===== config.mk =====
export PLATFORM = sky130hd
export DESIGN_NAME = unidad_fetch
export DESIGN_NICKNAME = d
export VERILOG_FILES = /design/src/rtl/unidad_fetch.sv
export SDC_FILE = /design/constraint.sdc
export NUM_CORES = 1
export LEC_CHECK = 0
export CAP_MARGIN = 20
export CORE_MARGIN = 2
export CORE_UTILIZATION = 35
export CTS_CLUSTER_DIAMETER = 120
export DETAILED_ROUTE_END_ITERATION = 8
export PLACE_DENSITY = 0.64
export SLEW_MARGIN = 20
export SYNTH_ARGS = -nofsm -noshare
export SYNTH_HDL_FRONTEND = slang
export SYNTH_SLANG_ARGS = --single-unit

===== constraint.sdc =====
create_clock -name clk -period 2.35 [get_ports clk]
set_input_delay 0.235 -clock clk [delete_from_list [all_inputs] [get_ports clk]]
set_output_delay 0.235 -clock clk [all_outputs]
set_load 0.01 [all_outputs]

===== src/rtl/unidad_fetch.sv =====
// =============================================================================
// Module      : unidad_fetch
// Description : Fetch stage ahead of a combinational instruction ROM. Holds the
//               PC, drives the ROM word address and registers IF/ID.
//               Optional macro HALT_DETECT_EN: 32'hFFFF_FFFF acts as halt.
// Revision    : 1.0 - initial release
// =============================================================================
`default_nettype none

module unidad_fetch #(
    parameter logic [31:0] RESET_PC   = 32'h0000_0000,
    parameter int          ADDR_WIDTH = 4,
    parameter int          CNT_WIDTH  = 16
) (
    input  logic                  clk,
    input  logic                  rst_n,
    input  logic                  stall_i,
    input  logic                  redirect_i,
    input  logic [31:0]           redirect_pc_i,
    input  logic                  halt_i,
    output logic [ADDR_WIDTH-1:0] address,
    input  logic [31:0]           instruction,
    output logic [31:0]           pc_o,
    output logic [31:0]           if_id_instr_o,
    output logic [31:0]           if_id_pc_o,
    output logic [31:0]           if_id_pc4_o,
    output logic                  if_id_valid_o,
    output logic                  halted_o,
    output logic                  misalign_o,
    output logic [CNT_WIDTH-1:0]  fetch_count_o
);

    localparam logic [0:0] ST_RUN    = 1'b0;
    localparam logic [0:0] ST_HALTED = 1'b1;

    logic [0:0]           state_q, state_d;
    logic [31:0]          pc_q, pc_d;
    logic [31:0]          ifid_instr_q, ifid_instr_d;
    logic [31:0]          ifid_pc_q, ifid_pc_d;
    logic [31:0]          ifid_pc4_q, ifid_pc4_d;
    logic                 ifid_valid_q, ifid_valid_d;
    logic                 misalign_q, misalign_d;
    logic [CNT_WIDTH-1:0] cnt_q, cnt_d;

    logic [31:0]          w_pc4;
    logic                 w_halt_word;

    assign w_pc4 = pc_q + 32'd4;

`ifdef HALT_DETECT_EN
    assign w_halt_word = (instruction == 32'hFFFF_FFFF);
`else
    assign w_halt_word = 1'b0;
`endif

    always_comb begin
        state_d      = state_q;
        pc_d         = pc_q;
        ifid_instr_d = ifid_instr_q;
        ifid_pc_d    = ifid_pc_q;
        ifid_pc4_d   = ifid_pc4_q;
        ifid_valid_d = ifid_valid_q;
        misalign_d   = misalign_q;
        cnt_d        = cnt_q;

        // Redirect wins in both states and always flushes IF/ID.
        if (redirect_i) begin
            state_d      = ST_RUN;
            pc_d         = {redirect_pc_i[31:2], 2'b00};
            ifid_valid_d = 1'b0;
            if (redirect_pc_i[1:0] != 2'b00) begin
                misalign_d = 1'b1;
            end
        end else if (state_q == ST_HALTED) begin
            ifid_valid_d = 1'b0;
        end else if (halt_i) begin
            state_d      = ST_HALTED;
            ifid_valid_d = 1'b0;
        end else if (stall_i) begin
            state_d = ST_RUN;
        end else if (w_halt_word) begin
            state_d      = ST_HALTED;
            ifid_valid_d = 1'b0;
        end else begin
            ifid_instr_d = instruction;
            ifid_pc_d    = pc_q;
            ifid_pc4_d   = w_pc4;
            ifid_valid_d = 1'b1;
            pc_d         = w_pc4;
            if (cnt_q != {CNT_WIDTH{1'b1}}) begin
                cnt_d = cnt_q + CNT_WIDTH'(1);
            end
        end
    end

    always_ff @(posedge clk or negedge rst_n) begin
        if (!rst_n) begin
            state_q      <= ST_RUN;
            pc_q         <= RESET_PC;
            ifid_instr_q <= 32'd0;
            ifid_pc_q    <= 32'd0;
            ifid_pc4_q   <= 32'd0;
            ifid_valid_q <= 1'b0;
            misalign_q   <= 1'b0;
            cnt_q        <= '0;
        end else begin
            state_q      <= state_d;
            pc_q         <= pc_d;
            ifid_instr_q <= ifid_instr_d;
            ifid_pc_q    <= ifid_pc_d;
            ifid_pc4_q   <= ifid_pc4_d;
            ifid_valid_q <= ifid_valid_d;
            misalign_q   <= misalign_d;
            cnt_q        <= cnt_d;
        end
    end

    // Word address wraps naturally by truncation of the PC.
    assign address       = pc_q[ADDR_WIDTH+1:2];
    assign pc_o          = pc_q;
    assign if_id_instr_o = ifid_instr_q;
    assign if_id_pc_o    = ifid_pc_q;
    assign if_id_pc4_o   = ifid_pc4_q;
    assign if_id_valid_o = ifid_valid_q;
    assign halted_o      = (state_q == ST_HALTED);
    assign misalign_o    = misalign_q;
    assign fetch_count_o = cnt_q;

endmodule

`default_nettype wire


Word-level counts from Yosys, hierarchy flattened
Cells that the tools add are included.
{"block": "totals", "inputBits": 69, "out_inout_bits": 151, "elab_cells": 35, "regBits": 147}
{"block": "op_classes", "n_mux": 11, "addsub": 2, "n_reduce_logical": 5, "eq_ne": 5, "bitwise": 4}
{"cell": "2-to-1 mux 32 bit", "n": 4}
{"cell": "adder 32 x 3 -> 32 bit (second input constant)", "n": 1}
{"cell": "adder 16 x 1 -> 16 bit (second input constant)", "n": 1}
{"cell": "inequality test 16 bit (second input constant)", "n": 1}
{"cell": "2-to-1 mux 1 bit", "n": 7}
{"cell": "AND reduction 5 bit", "n": 1}
{"cell": "inequality test 2 bit (second input constant)", "n": 2}
{"cell": "inequality test 4 x 1 -> 1 bit (second input constant)", "n": 1}
{"cell": "NOT 1 bit", "n": 4}
{"cell": "AND reduction 4 bit", "n": 1}
{"cell": "AND reduction 3 bit", "n": 1}
{"cell": "inequality test 2 x 1 -> 1 bit (second input constant)", "n": 1}
{"cell": "AND reduction 2 bit", "n": 1}
{"cell": "nonzero test 2 bit", "n": 1}

Longest topological paths before layout
{"block": "logic_depth", "depth_word": 5, "depth_mapped": 8, "depth_no_buf": 5}

Least setup slack after synthesis
OpenSTA, ideal clock, no wires.
{"block": "synth_path", "path_type": "register -> register", "startpoint": "reg pc_q[2] (netlist: pc_o[2])", "endpoint": "reg pc_q[26] (netlist: pc_o[26])", "arrival_time_ns": 2.077, "slack_ns": 0.191, "n_path_buf": 2, "path_stages_with_launch": 8, "required_ns": 2.268, "setup_ns": 0.082, "period_less_slack_ns": 2.159, "cell_sequence": "dfrtp_1 > ha_1 > and4_1 > clkbuf_1 > nand2_1 > clkbuf_1 > or4_1 > a31oi_1"}
{"block": "synth_between", "elab_chain_len": 5}
{"item": "start: declaration", "line_no": "37", "rtl": "logic [31:0] pc_q, pc_d;"}
{"item": "start signal: assignment", "line_no": "108", "rtl": "pc_q <= pc_d;"}
{"item": "adder 32 x 3 -> 32 bit", "line_no": "48", "rtl": "assign w_pc4 = pc_q + 32'd4;"}
{"item": "2-to-1 mux 32 bit", "line_no": "79", "rtl": "end else if (stall_i) begin"}
{"item": "2-to-1 mux 32 bit", "line_no": "76", "rtl": "end else if (halt_i) begin"}
{"item": "2-to-1 mux 32 bit", "line_no": "74", "rtl": "end else if (state_q == ST_HALTED) begin"}
{"item": "2-to-1 mux 32 bit", "line_no": "67", "rtl": "if (redirect_i) begin"}
No other way between the ends. The select of a mux whose other input is x is not followed.
A chain may end at the register's enable or synchronous reset.

Worst setup path after layout
{"block": "layout_path", "startpoint": "reg pc_q[2] (netlist: pc_o[2])", "endpoint": "reg pc_q[22] (netlist: pc_o[22])"}
Same word-level chain as after synthesis.

==> summary.md <==
| Metric | Value |
|---|---|
| Status | finished clean |
| Cell Area, Synth | 6650 um^2 |
| Initial antenna violation count | 1 |
| DRC viols | 0 |
| Ports | 220 |
| Die footprint | 20100 um^2 |
| Avg WL per Cell | 16.6 um |
| Share of cells above drive strength 1 | 0.0845 |
| Initial core utilization | 0.356 |
| Stages on the worst setup path | 5 |
| CP Class | register to register |
| Top FF cell, synth | dfrtp_1 |
| Via-to-Cell Ratio | 5.07 |
| First-pass GRT wire length | 31500 um |
| Final setup TNS | 0 ns |
| Clk slew on worst S/H paths | 0.06 ns |
| CTS buffer count | 17 |
| RSZ-0062 raised after global routing | no |
| Cell family with most CP delay | simple AND/OR/NAND/NOR gates |
| CTS sink cnt | 141 |
| CP max stage delay | 0.61 ns |
| Ys Warns | 0 |
| Most common cell after layout, fill and taps aside | nand2_1 |
| Core outline area | 18700 um^2 |
| Vias in the first global route | 5810 |
| Total GRT Usage | 0.202 |
| Worst Setup End Kind | register |
| CP max-delay cell | or4_1 |
| Global placement routability congestion | 0.769 |
| Slew headroom | 0.528 |
| Max cap viols | 0 |
| CTS Root Cell | clkbuf_16 |
| Fin. Hold Viols | 0 |
| R2R depth | 5 |
| Cell Chain, Critical Path | ha_1 -> and4_1 -> nand2_1 -> or4_1 -> a31oi_1 |
| Power density cells | 809 nW/um^2 |
| Post-synth EDFFs | 0 |
| Final Slew Violations | 0 |
| R2r endpoint | pc_o[22] |
| Leak | 0.00416 uW |
| Startpoint Class | register |
| Worst Path Buf+Inv | 0 |
| Layout area overhead | 46.6% |
| FF-to-FF Start | pc_o[2] |
| CP arrival | 2.46 ns |
| Cell variety after synth | 43 |
| Drt first pass iters | 5 |
| Largest net degree at the start of global routing | 58 |
| Crit path time final | 2.12 ns |
| Worst setup endpoint | pc_o[22] |
| CTS tree | yes |
| H-tree levels | 4 |
| FF-to-FF setup slack | 0.23 ns |
| Worst-path maximum fanout | 20 |
| Chip width | 142 um |
| Synthesis-stage register bit count | 141 |
| Sequential area share after synthesis | 0.530 |
| Max Fclk | 471 MHz |
| Via count | 6099 |
| Tcrit/Tclk final | 0.903 |
| Routed Antenna Nets | 0 |
| Antenna fix cells | 0 |
| Setup Viol. Count Final | 0 |
| Grt ovf | 0 |
| Mapped Cells | 743 |
| Clock Tree Buf Depth | 2 |
| DRT Wirelength | 20000 um |
| Starting DRT DRC Count | 347 |
| Synthesized area per cell | 8.96 um^2 |
| Post-detailed-placement half-perimeter wirelength | 14200 um |
| Asr flop ratio synth | 1.00 |
| Post-CTS setup buffers | 0 |
| Commonest cells after routing, fill and taps aside | 233 x nand2_1, 212 x clkdlybuf4s50_1, 141 x dfrtp_1 |
| Hold WC Path Type | input pin to asynchronous set/reset pin |
| Critical Path RT | 2.68 ns |
| Final Skew | 0.00696 ns |
| Clk_lat worst skew | 0.41 ns |
| Maximum VDD drop | 0.493 mV |
| Nets | 1028 |
| Worst-margin pin slew | 0.701 ns |
| Die Height | 142 um |
| Pwr Total | 7890 uW |
| I/O Buffers | 213 |
| Worst setup path start | pc_o[2] |
| Rows | 50 |
[worst register-to-register path, delay by kind of cell, from the launching register on]
family,cells,cell delay [ns]
flops,1,0.45
fa+ha+maj,1,0.20
compound gates,1,0.17
simple gates,3,1.23
[cell usage after synthesis (2+ instances only)]
library cell / n / area share
nand2_1: 233 / 0.13
dfrtp_1: 141 / 0.53
nor2_1: 41 / 0.023
clkbuf_1: 39 / 0.022
o21ai_0: 35 / 0.026
a31oi_1: 34 / 0.032
nand4_1: 24 / 0.023
or4_1: 24 / 0.027
nand3_1: 20 / 0.015
o31ai_1: 20 / 0.023
or3_1: 18 / 0.017
xnor2_1: 16 / 0.021
xor2_1: 14 / 0.018
buf_4: 12 / 0.014
and3_1: 8 / 0.0075
buf_2: 7 / 0.0053
nor3_1: 6 / 0.0045
a21oi_1: 5 / 0.0038
and4_1: 5 / 0.0066
nor4_1: 5 / 0.0047
buf_1: 3 / 0.0017
inv_1: 3 / 0.0017
mux2_2: 3 / 0.0051
and2_1: 2 / 0.0019
ha_1: 2 / 0.0038
nand2b_1: 2 / 0.0019
nand3b_1: 2 / 0.0023
nor3_2: 2 / 0.0030
o211ai_1: 2 / 0.0023
or4_4: 2 / 0.0034
[cells by family (layout without fill, tap and decap cells)]
family,Yosys count,after routing,synth area share
simple gates,397,397,0.278
flops,141,141,0.530
compound gates,101,101,0.0936
buf+inv,67,289,0.0472
xor+xnor,30,30,0.0395
mux,4,4,0.00658
fa+ha+maj,2,2,0.00376
other cells,1,6,0.000564
[metal layers]
metal  wire [um]  global-route usage
met1        9310               0.277
met4         365              0.0737
met5          10                   0
met2        9110               0.310
met3        1230              0.0516
[layout make-up]
type	count	area, um^2
Clock buffer	19	433
Clock inverter	13	166
Fill cell	1755	8950
Tap cell	234	293
Multi-Input combinational cell	540	2840
Inverter	4	15.0
Sequential cell	141	3530
Timing Repair Buffer	253	2470
[per-stage QoR]
| stage | util | instances | worst slack (ns) | hold WS [ns] | cell area (um^2) |
|---|---|---|---|---|---|
| after global placement | 0.489 | 1171 | 0.106 | 0.194 | 9140 |
| after detailed placement | 0.489 | 1171 | 0.0783 | 0.195 | 9140 |
| final | 0.521 | 1204 | 0.227 | 0.306 | 9750 |
| after CTS | 0.521 | 1204 | 0.238 | 0.317 | 9750 |
| after global routing | 0.521 | 1204 | 0.0184 | 0.343 | 9750 |
| after floorplan | - | 748 | 0.191 | -0.0606 | 6670 |
[worst min path at each step]
stage | start | endpoint | slack, ns
floorplan | rst_n | fetch_count_o[0] | -0.06
global placement | rst_n | fetch_count_o[11] | 0.19
detailed placement | rst_n | fetch_count_o[11] | 0.20
CTS | rst_n | fetch_count_o[11] | 0.32
global route | rst_n | fetch_count_o[11] | 0.34
finish | rst_n | fetch_count_o[11] | 0.31
[timing repair]
item | CTS | global route
endpoints found under the hold margin | 43 | 0
resized for setup | 0 | 0
hold buffers | 1 | 0
[state kept, by name, summed over array words and instances (netlist names)]
register,flops
if_id_instr_o,32
if_id_pc4_o,30
if_id_pc_o,30
pc_o,30
fetch_count_o,16
halted_o,1
if_id_valid_o,1
misalign_o,1
[power breakdown]
part           switching [uW]  leakage, uW  internal [uW]
registers                 307      0.00172           2840
logic                     895      0.00215           1100
clock network            1070     0.000284           1680
No activity file was read; power rests on OpenSTA's default activity.
